File: src/rtl/delivery_sequencer.sv
// delivery_sequencer
//   Queues up to DEPTH coloured objects at the dock, delivers them in order
//   along one outbound pass, U-turns, returns and reverses into the dock.
//   MATCH, UTURN, REVERSE and EOT are guarded by a watchdog; expiry latches
//   FAULT until fault_clr.
// Ports
//   clk, rst            clock, asynchronous active-low reset
//   hall                hall sensor (async, low = hand present)
//   start, fault_clr    single-cycle command pulses
//   object_color        colour at the dock sensor
//   station_color       colour at the station sensor
//   end_of_track, uturn_finished, brake_finished,
//   reverse_finished, buzz_finished    actuator feedback levels
//   en_*                actuator enables (registered)
//   ssd_state           display code of the current state
//   cur_color           head-of-queue colour, 0 when queue empty
//   queue_count         items queued
//   undelivered         items dropped by the last end-of-track abort
//   fault               high while in FAULT
module delivery_sequencer #(
    parameter int COLOR_W = 2,
    parameter int DEPTH   = 4,
    parameter int TIMEOUT = 50000000
) (
    input  logic                     clk,
    input  logic                     rst,
    input  logic                     hall,
    input  logic                     start,
    input  logic                     fault_clr,
    input  logic [COLOR_W-1:0]       object_color,
    input  logic [COLOR_W-1:0]       station_color,
    input  logic                     end_of_track,
    input  logic                     uturn_finished,
    input  logic                     brake_finished,
    input  logic                     reverse_finished,
    input  logic                     buzz_finished,
    output logic                     en_tracking,
    output logic                     en_uturn,
    output logic                     en_brake,
    output logic                     en_reverse,
    output logic                     en_buzz,
    output logic                     en_object,
    output logic                     en_station,
    output logic [3:0]               ssd_state,
    output logic [COLOR_W-1:0]       cur_color,
    output logic [$clog2(DEPTH):0]   queue_count,
    output logic [$clog2(DEPTH):0]   undelivered,
    output logic                     fault
);

    localparam int AW   = $clog2(DEPTH);
    localparam int CW   = AW + 1;
    localparam int WD_W = $clog2(TIMEOUT + 1);
    localparam logic [WD_W-1:0] WD_LIMIT = WD_W'(TIMEOUT - 1);

    localparam logic [8:0] S_READY   = 9'b000000001;
    localparam logic [8:0] S_NOCOLOR = 9'b000000010;
    localparam logic [8:0] S_SEND    = 9'b000000100;
    localparam logic [8:0] S_MATCH   = 9'b000001000;
    localparam logic [8:0] S_EOT     = 9'b000010000;
    localparam logic [8:0] S_UTURN   = 9'b000100000;
    localparam logic [8:0] S_RETURN  = 9'b001000000;
    localparam logic [8:0] S_REVERSE = 9'b010000000;
    localparam logic [8:0] S_FAULT   = 9'b100000000;

    logic [8:0]         state, state_nxt;
    logic               hall_p0, hall_p1, hall_p2;
    logic               hall_fall;
    logic [COLOR_W-1:0] mem [DEPTH];
    logic [AW-1:0]      wr_ptr, rd_ptr;
    logic [CW-1:0]      count;
    logic               full;
    logic               returning;
    logic [WD_W-1:0]    wd_cnt;
    logic               wd_expired;
    logic               push, pop, flush;
    logic               clr_undeliv, load_undeliv;
    logic               set_ret, clr_ret;
    logic               o_tracking, o_uturn, o_brake, o_reverse, o_buzz, o_object, o_station, o_fault;
    logic [3:0]         o_ssd;

    // hall_p0/p1 synchronise; hall_p2 holds the previous synchronised level
    assign hall_fall   = hall_p2 & ~hall_p1;
    assign full        = (count == CW'(DEPTH));
    assign cur_color   = (count != '0) ? mem[rd_ptr] : '0;
    assign queue_count = count;
    assign wd_expired  = (wd_cnt == WD_LIMIT);

    always_comb begin
        state_nxt    = state;
        push         = 1'b0;
        pop          = 1'b0;
        flush        = 1'b0;
        clr_undeliv  = 1'b0;
        load_undeliv = 1'b0;
        set_ret      = 1'b0;
        clr_ret      = 1'b0;
        case (state)
            S_READY: begin
                // a dock event outranks a start arriving in the same cycle
                if (hall_fall) begin
                    if (object_color != '0 && !full) push = 1'b1;
                    else                              state_nxt = S_NOCOLOR;
                end else if (start) begin
                    clr_undeliv = 1'b1;
                    state_nxt   = (count != '0) ? S_SEND : S_NOCOLOR;
                end
            end
            S_NOCOLOR: if (buzz_finished) state_nxt = S_READY;
            S_SEND: begin
                if (station_color == cur_color) state_nxt = S_MATCH;
                else if (end_of_track)          state_nxt = S_EOT;
            end
            S_MATCH: begin
                if (hall_fall) begin
                    pop = 1'b1;
                    if (count > CW'(1)) begin
                        state_nxt = S_SEND;
                    end else begin
                        state_nxt = S_UTURN;
                        clr_ret   = 1'b1;
                    end
                end else if (wd_expired) begin
                    state_nxt = S_FAULT;
                end
            end
            S_EOT: begin
                if (buzz_finished && brake_finished) begin
                    state_nxt = S_UTURN;
                    clr_ret   = 1'b1;
                end else if (wd_expired) begin
                    state_nxt = S_FAULT;
                end
            end
            S_UTURN: begin
                if (uturn_finished) state_nxt = returning ? S_REVERSE : S_RETURN;
                else if (wd_expired) state_nxt = S_FAULT;
            end
            S_RETURN: begin
                set_ret = 1'b1;
                if (end_of_track) state_nxt = S_UTURN;
            end
            S_REVERSE: begin
                if (reverse_finished) begin
                    state_nxt = S_READY;
                    clr_ret   = 1'b1;
                end else if (wd_expired) begin
                    state_nxt = S_FAULT;
                end
            end
            S_FAULT: if (fault_clr) state_nxt = S_READY;
            default: state_nxt = S_READY;
        endcase
        // EOT and FAULT both discard the queue as they are entered
        if (state_nxt != state && (state_nxt == S_EOT || state_nxt == S_FAULT)) flush = 1'b1;
        if (state_nxt != state && state_nxt == S_EOT) load_undeliv = 1'b1;
    end

    // Output decode of the next state, registered so outputs move with the state
    always_comb begin
        o_tracking = 1'b0;
        o_uturn    = 1'b0;
        o_brake    = 1'b0;
        o_reverse  = 1'b0;
        o_buzz     = 1'b0;
        o_object   = 1'b0;
        o_station  = 1'b0;
        o_fault    = 1'b0;
        o_ssd      = 4'h0;
        case (state_nxt)
            S_READY:   begin o_object = 1'b1; o_ssd = 4'h0; end
            S_NOCOLOR: begin o_object = 1'b1; o_buzz = 1'b1; o_ssd = 4'hE; end
            S_SEND:    begin o_tracking = 1'b1; o_station = 1'b1; o_ssd = 4'h1; end
            S_MATCH:   begin o_brake = 1'b1; o_buzz = 1'b1; o_ssd = 4'h2; end
            S_EOT:     begin o_brake = 1'b1; o_buzz = 1'b1; o_ssd = 4'h7; end
            S_UTURN:   begin o_uturn = 1'b1; o_ssd = 4'h8; end
            S_RETURN:  begin o_tracking = 1'b1; o_ssd = 4'h9; end
            S_REVERSE: begin o_reverse = 1'b1; o_ssd = 4'hA; end
            S_FAULT:   begin o_buzz = 1'b1; o_fault = 1'b1; o_ssd = 4'hF; end
            default:   begin o_object = 1'b1; o_ssd = 4'h0; end
        endcase
    end

    always_ff @(posedge clk or negedge rst) begin
        if (!rst) begin
            state       <= S_READY;
            hall_p0     <= 1'b1;
            hall_p1     <= 1'b1;
            hall_p2     <= 1'b1;
            wr_ptr      <= '0;
            rd_ptr      <= '0;
            count       <= '0;
            undelivered <= '0;
            returning   <= 1'b0;
            wd_cnt      <= '0;
            en_tracking <= 1'b0;
            en_uturn    <= 1'b0;
            en_brake    <= 1'b0;
            en_reverse  <= 1'b0;
            en_buzz     <= 1'b0;
            en_object   <= 1'b1;
            en_station  <= 1'b0;
            ssd_state   <= 4'h0;
            fault       <= 1'b0;
        end else begin
            state   <= state_nxt;
            hall_p0 <= hall;
            hall_p1 <= hall_p0;
            hall_p2 <= hall_p1;
            wd_cnt  <= (state_nxt != state) ? '0 : wd_cnt + WD_W'(1);

            if (flush) begin
                wr_ptr <= '0;
                rd_ptr <= '0;
                count  <= '0;
            end else if (push) begin
                wr_ptr <= wr_ptr + AW'(1);
                count  <= count + CW'(1);
            end else if (pop) begin
                rd_ptr <= rd_ptr + AW'(1);
                count  <= count - CW'(1);
            end

            if (clr_undeliv)       undelivered <= '0;
            else if (load_undeliv) undelivered <= count;

            if (set_ret)      returning <= 1'b1;
            else if (clr_ret) returning <= 1'b0;

            en_tracking <= o_tracking;
            en_uturn    <= o_uturn;
            en_brake    <= o_brake;
            en_reverse  <= o_reverse;
            en_buzz     <= o_buzz;
            en_object   <= o_object;
            en_station  <= o_station;
            ssd_state   <= o_ssd;
            fault       <= o_fault;
        end
    end

    // Colour storage carries no reset; count gates its visibility
    always_ff @(posedge clk) begin
        if (push) mem[wr_ptr] <= object_color;
    end

endmodule

File: config.mk
export PLATFORM = sky130hd
export DESIGN_NAME = delivery_sequencer
export DESIGN_NICKNAME = d
export VERILOG_FILES = /design/src/rtl/delivery_sequencer.sv
export SDC_FILE = /design/constraint.sdc
export NUM_CORES = 1
export LEC_CHECK = 0
export CORE_UTILIZATION = 40
export DETAILED_ROUTE_END_ITERATION = 8
export SYNTH_ARGS = -nofsm -noshare
export SYNTH_HDL_FRONTEND = slang
export SYNTH_SLANG_ARGS = --single-unit
File: constraint.sdc
create_clock -name clk -period 4.7 [get_ports clk]
set_input_delay 1.175 -clock clk [delete_from_list [all_inputs] [get_ports clk]]
set_output_delay 1.175 -clock clk [all_outputs]
set_load 0.03 [all_outputs]
==> reports/qor.csv <==
stage,metric,value,unit
timing,clock.fmax,291,MHz
timing,worst-slew-pin-transition,0.887,ns
timing,period_share,73.2,%
timing,setup_tns,0,ns
cts,clk_latency,0.35,ns
worst_setup_path,cp_num_buf_inv,1,
floorplanning,core,9370,µm²
synth,synth_warnings,0,
power_and_ir_drop,power_density,455,nW/µm²
job,cap_violations,0,
power_and_ir_drop,peakVddDrop,0.193,mV
worst_setup_path,r2r_cells,7,
worst_setup_path,path_delay_family,compound AO/OA/AOI/OAI gates,
finish,final_cell_area,4520,µm²
drt,wl_per_cell,15.5,µm
worst_setup_path,path_depth,8,
timing,hold_violations,0,
synth,async_flop_share,88.4,%
timing,setup_viol,0,
synth,ys_types,62,
synth,ys_seq_area_share,45.1,%
cts,cts_hold_buf,0,
synth,yosys.area.top_type,dfrtp_1,
synth,synth.cell_area,3930,µm²
worst_setup_path,cp-start-kind,primary input,
synth,synth_top_area_share,35.6,%
place,gp_congestion,0.909,
timing,max_slew_margin,40.9,%
synth,ys_top_cells_by_area,"dfrtp_1 (36%), edfxtp_1 (6.1%), nor2_1 (6.1%)",
finish,fin_nets,457,
cts,cts_resized,0,
hold_path,hold_path_depth,0,
finish,synthToLayoutAreaGrowth,14.9,%
floorplanning,die-height,101,µm
place,port_buffers,33,
synth,synth-seq-cells,69,
synth,syn_avg_cell_area,9.76,µm²
global_routing,grt_pass1_vias,2975,
global_routing,antenna_found_initial,0,
synth,synth_edf_count,8,
power_and_ir_drop,p_leak,0.00189,µW
worst_setup_path,path_class,in2reg,
global_routing,grt_max_degree,43,
cts,cts-root-buf,clkbuf_8,
finish,layout_commonest_cell,nor2_1,
finish,layout-drive-gt1-share,10.5,%
cts,cts_max_level,3,
synth,syn_nets,426,
worst_setup_path,r2r-end,queue_count[1]$_DFFE_PN0P_,
cts,cts-buffers-inserted,9,
drt,drt.antenna.violating_nets,0,
hold_path,min-delay-path-class,reg2reg,
cts,clkTransAtPathRegs,0.08,ns
cts,ctsLongestPathBuffers,2,
cts,cts_tree,done,
timing,finalClockSkew,0.0132,ns
worst_setup_path,rrSetupSlack,1.38,ns
hold_path,worstHoldStart,hall_p0$_DFF_PN1_,
drt,drc,0,
timing,fin_crit,3.44,ns
floorplanning,start_util,42.0,%
finish,mostFrequentLayoutCells,"nor2_1 (64), dfrtp_1 (56), clkdlybuf4s50_1 (32), nand2_1 (31), xor2_1 (20)",
drt,routed-via-count,3132,
floorplanning,die_area,10200,µm²
place,hpwlAfterDp,6.28,mm
floorplanning,die_width,101,µm
timing,report.final.slew_viol_count,0,
timing,timing.final.ws_setup,1.26,ns
floorplanning,ios,34,
finish,n_antenna_cell,0,
worst_setup_path,worstSetupEndpointType,register,
worst_setup_path,path_cells,"clkdlybuf4s50_1, nor3b_1, o2111ai_1, o211a_1, mux2_2, nor4_4, a41oi_1, nor2_1",
cts,cts_setup_buffers,0,
synth,synthCells,403,
drt,wl,8.80,mm
drt,drtPass1Iterations,5,
synth,synthFlopType,dfrtp_1,
global_routing,grt_pass1_wl,14.9,mm
cts,clock-sinks,69,
global_routing,overflow,0,
worst_setup_path,worstPathMaxFanout,6,
worst_setup_path,worstReg2RegStart,state[6]$_DFF_PN0_,
worst_setup_path,cpMaxStageDelayCell,clkdlybuf4s50_1,
timing,rsz0062_at_grt,no,
worst_setup_path,critPathArrivalTime,3.71,ns
drt,first_iter_violations,138,
floorplanning,row_count,35,
place,dpl-instance-area,4350,µm²
hold_path,holdPathEnd,hall_p1$_DFF_PN1_,
worst_setup_path,critPathMaxStageDelay,0.53,ns
place,place_ws,0.907,ns
run_status,status,"complete, no violations",
global_routing,grt.total_usage,19.0,%
worst_setup_path,critPathRequiredTime,4.97,ns
drt,avgViaCountPerCell,5.51,
==> per-stage QoR <==
step / instances / power [µW] / util [%] / hold WS [ns]
finish: 568 / 2060 / 48.2 / 0.359
detailed placement: 552 / 1640 / 46.4 / 0.349
CTS: 568 / 2070 / 48.2 / 0.360
floorplan: 403 / 1400 / - / 0.345
global placement: 552 / 1630 / 46.4 / 0.346
global route: 568 / 2200 / 48.2 / 0.361
==> layout make-up <==
class / count / area [µm²]
Clock buffer: 9 / 124
Inverter: 11 / 41.3
Clock inverter: 7 / 50.0
Sequential cell: 69 / 1770
Tap cell: 129 / 161
Fill cell: 921 / 4850
Timing Repair Buffer: 35 / 340
Multi-Input combinational cell: 308 / 2030
==> metal layers <==
layer	track usage (%)	vias to the layer above	routed length, µm
met5	0	-	0
met4	8.25	0	200
met3	4.14	20	524
met2	27.9	108	3860
met1	27.1	1499	4210
li1	-	1505	-
==> worst max path at each step <==
stage	slack (ns)	start	endpoint
after detailed placement	0.91	reverse_finished	wd_cnt[13]$_DFF_PN0_
after global routing	1.04	reverse_finished	wd_cnt[25]$_DFF_PN0_
after CTS	1.27	reverse_finished	wd_cnt[13]$_DFF_PN0_
final	1.26	reverse_finished	queue_count[1]$_DFFE_PN0P_
after global placement	0.96	reverse_finished	queue_count[1]$_DFFE_PN0P_
after floorplan	1.93	reverse_finished	wd_cnt[7]$_DFF_PN0_
==> worst register-to-register path, stage by stage, from the launching register on <==
cell,delay [ns]
dfrtp_1,0.62
nor4_4,0.63
nand4_1,0.36
nor2_1,0.39
a211o_1,0.18
o21ai_0,0.20
a41oi_1,0.67
nor2_1,0.13
==> report_power, final <==
group / switching, µW / leakage (µW) / internal [µW]
Sequential: 91.2 / 0.000892 / 690
Clock: 237 / 0.0000816 / 192
Combinational: 524 / 0.000914 / 323
Total: 852 / 0.00189 / 1210
==> cell usage after synthesis (3+ instances only) <==
library cell and count:
nor2_1 64, dfrtp_1 56, nand2_1 31, xor2_1 20
nand4_1 16, nand3_1 15, o21ai_0 14, inv_1 11
xnor2_1 11, and2_1 9, ha_1 9, and3_1 8
edfxtp_1 8, a21oi_1 7, nor3_1 7, nor3b_1 7
or2_2 7, buf_2 6, o211ai_1 6, clkbuf_1 5
dfstp_2 5, nand2b_1 5, nor4b_1 5, and4_1 4
nor2b_1 4, or3_1 4, a21bo_2 3, a31oi_1 3
a32oi_1 3, buf_6 3, nor4_4 3, o2111ai_1 3
==> flip-flops by register name, summed over array words and instances, names as in the netlist <==
register	count
wd_cnt	26
fault	1
hall_p2	1
queue_count	3
en_reverse	1
wr_ptr	2
returning	1
en_buzz	1
en_tracking	1
en_uturn	1
rd_ptr	2
undelivered	3
hall_p0	1
state	9
en_object	1
mem	8
en_brake	1
ssd_state	4
hall_p1	1
en_station	1
==> kinds of logic (layout without fill, tap and decap cells) <==
kind of cell | after synthesis | after routing | synth area share [%]
and+or+nand+nor | 200 | 200 | 28.2
DFF | 69 | 69 | 45.1
AOI/OAI and AO/OA | 62 | 62 | 11.4
xor gates and xnor gates | 31 | 31 | 6.90
buffers and inverters | 26 | 62 | 3.34
adders and majority gates | 9 | 9 | 2.86
muxes | 6 | 6 | 2.23
Note: power is estimated with default switching activity, not from simulation.
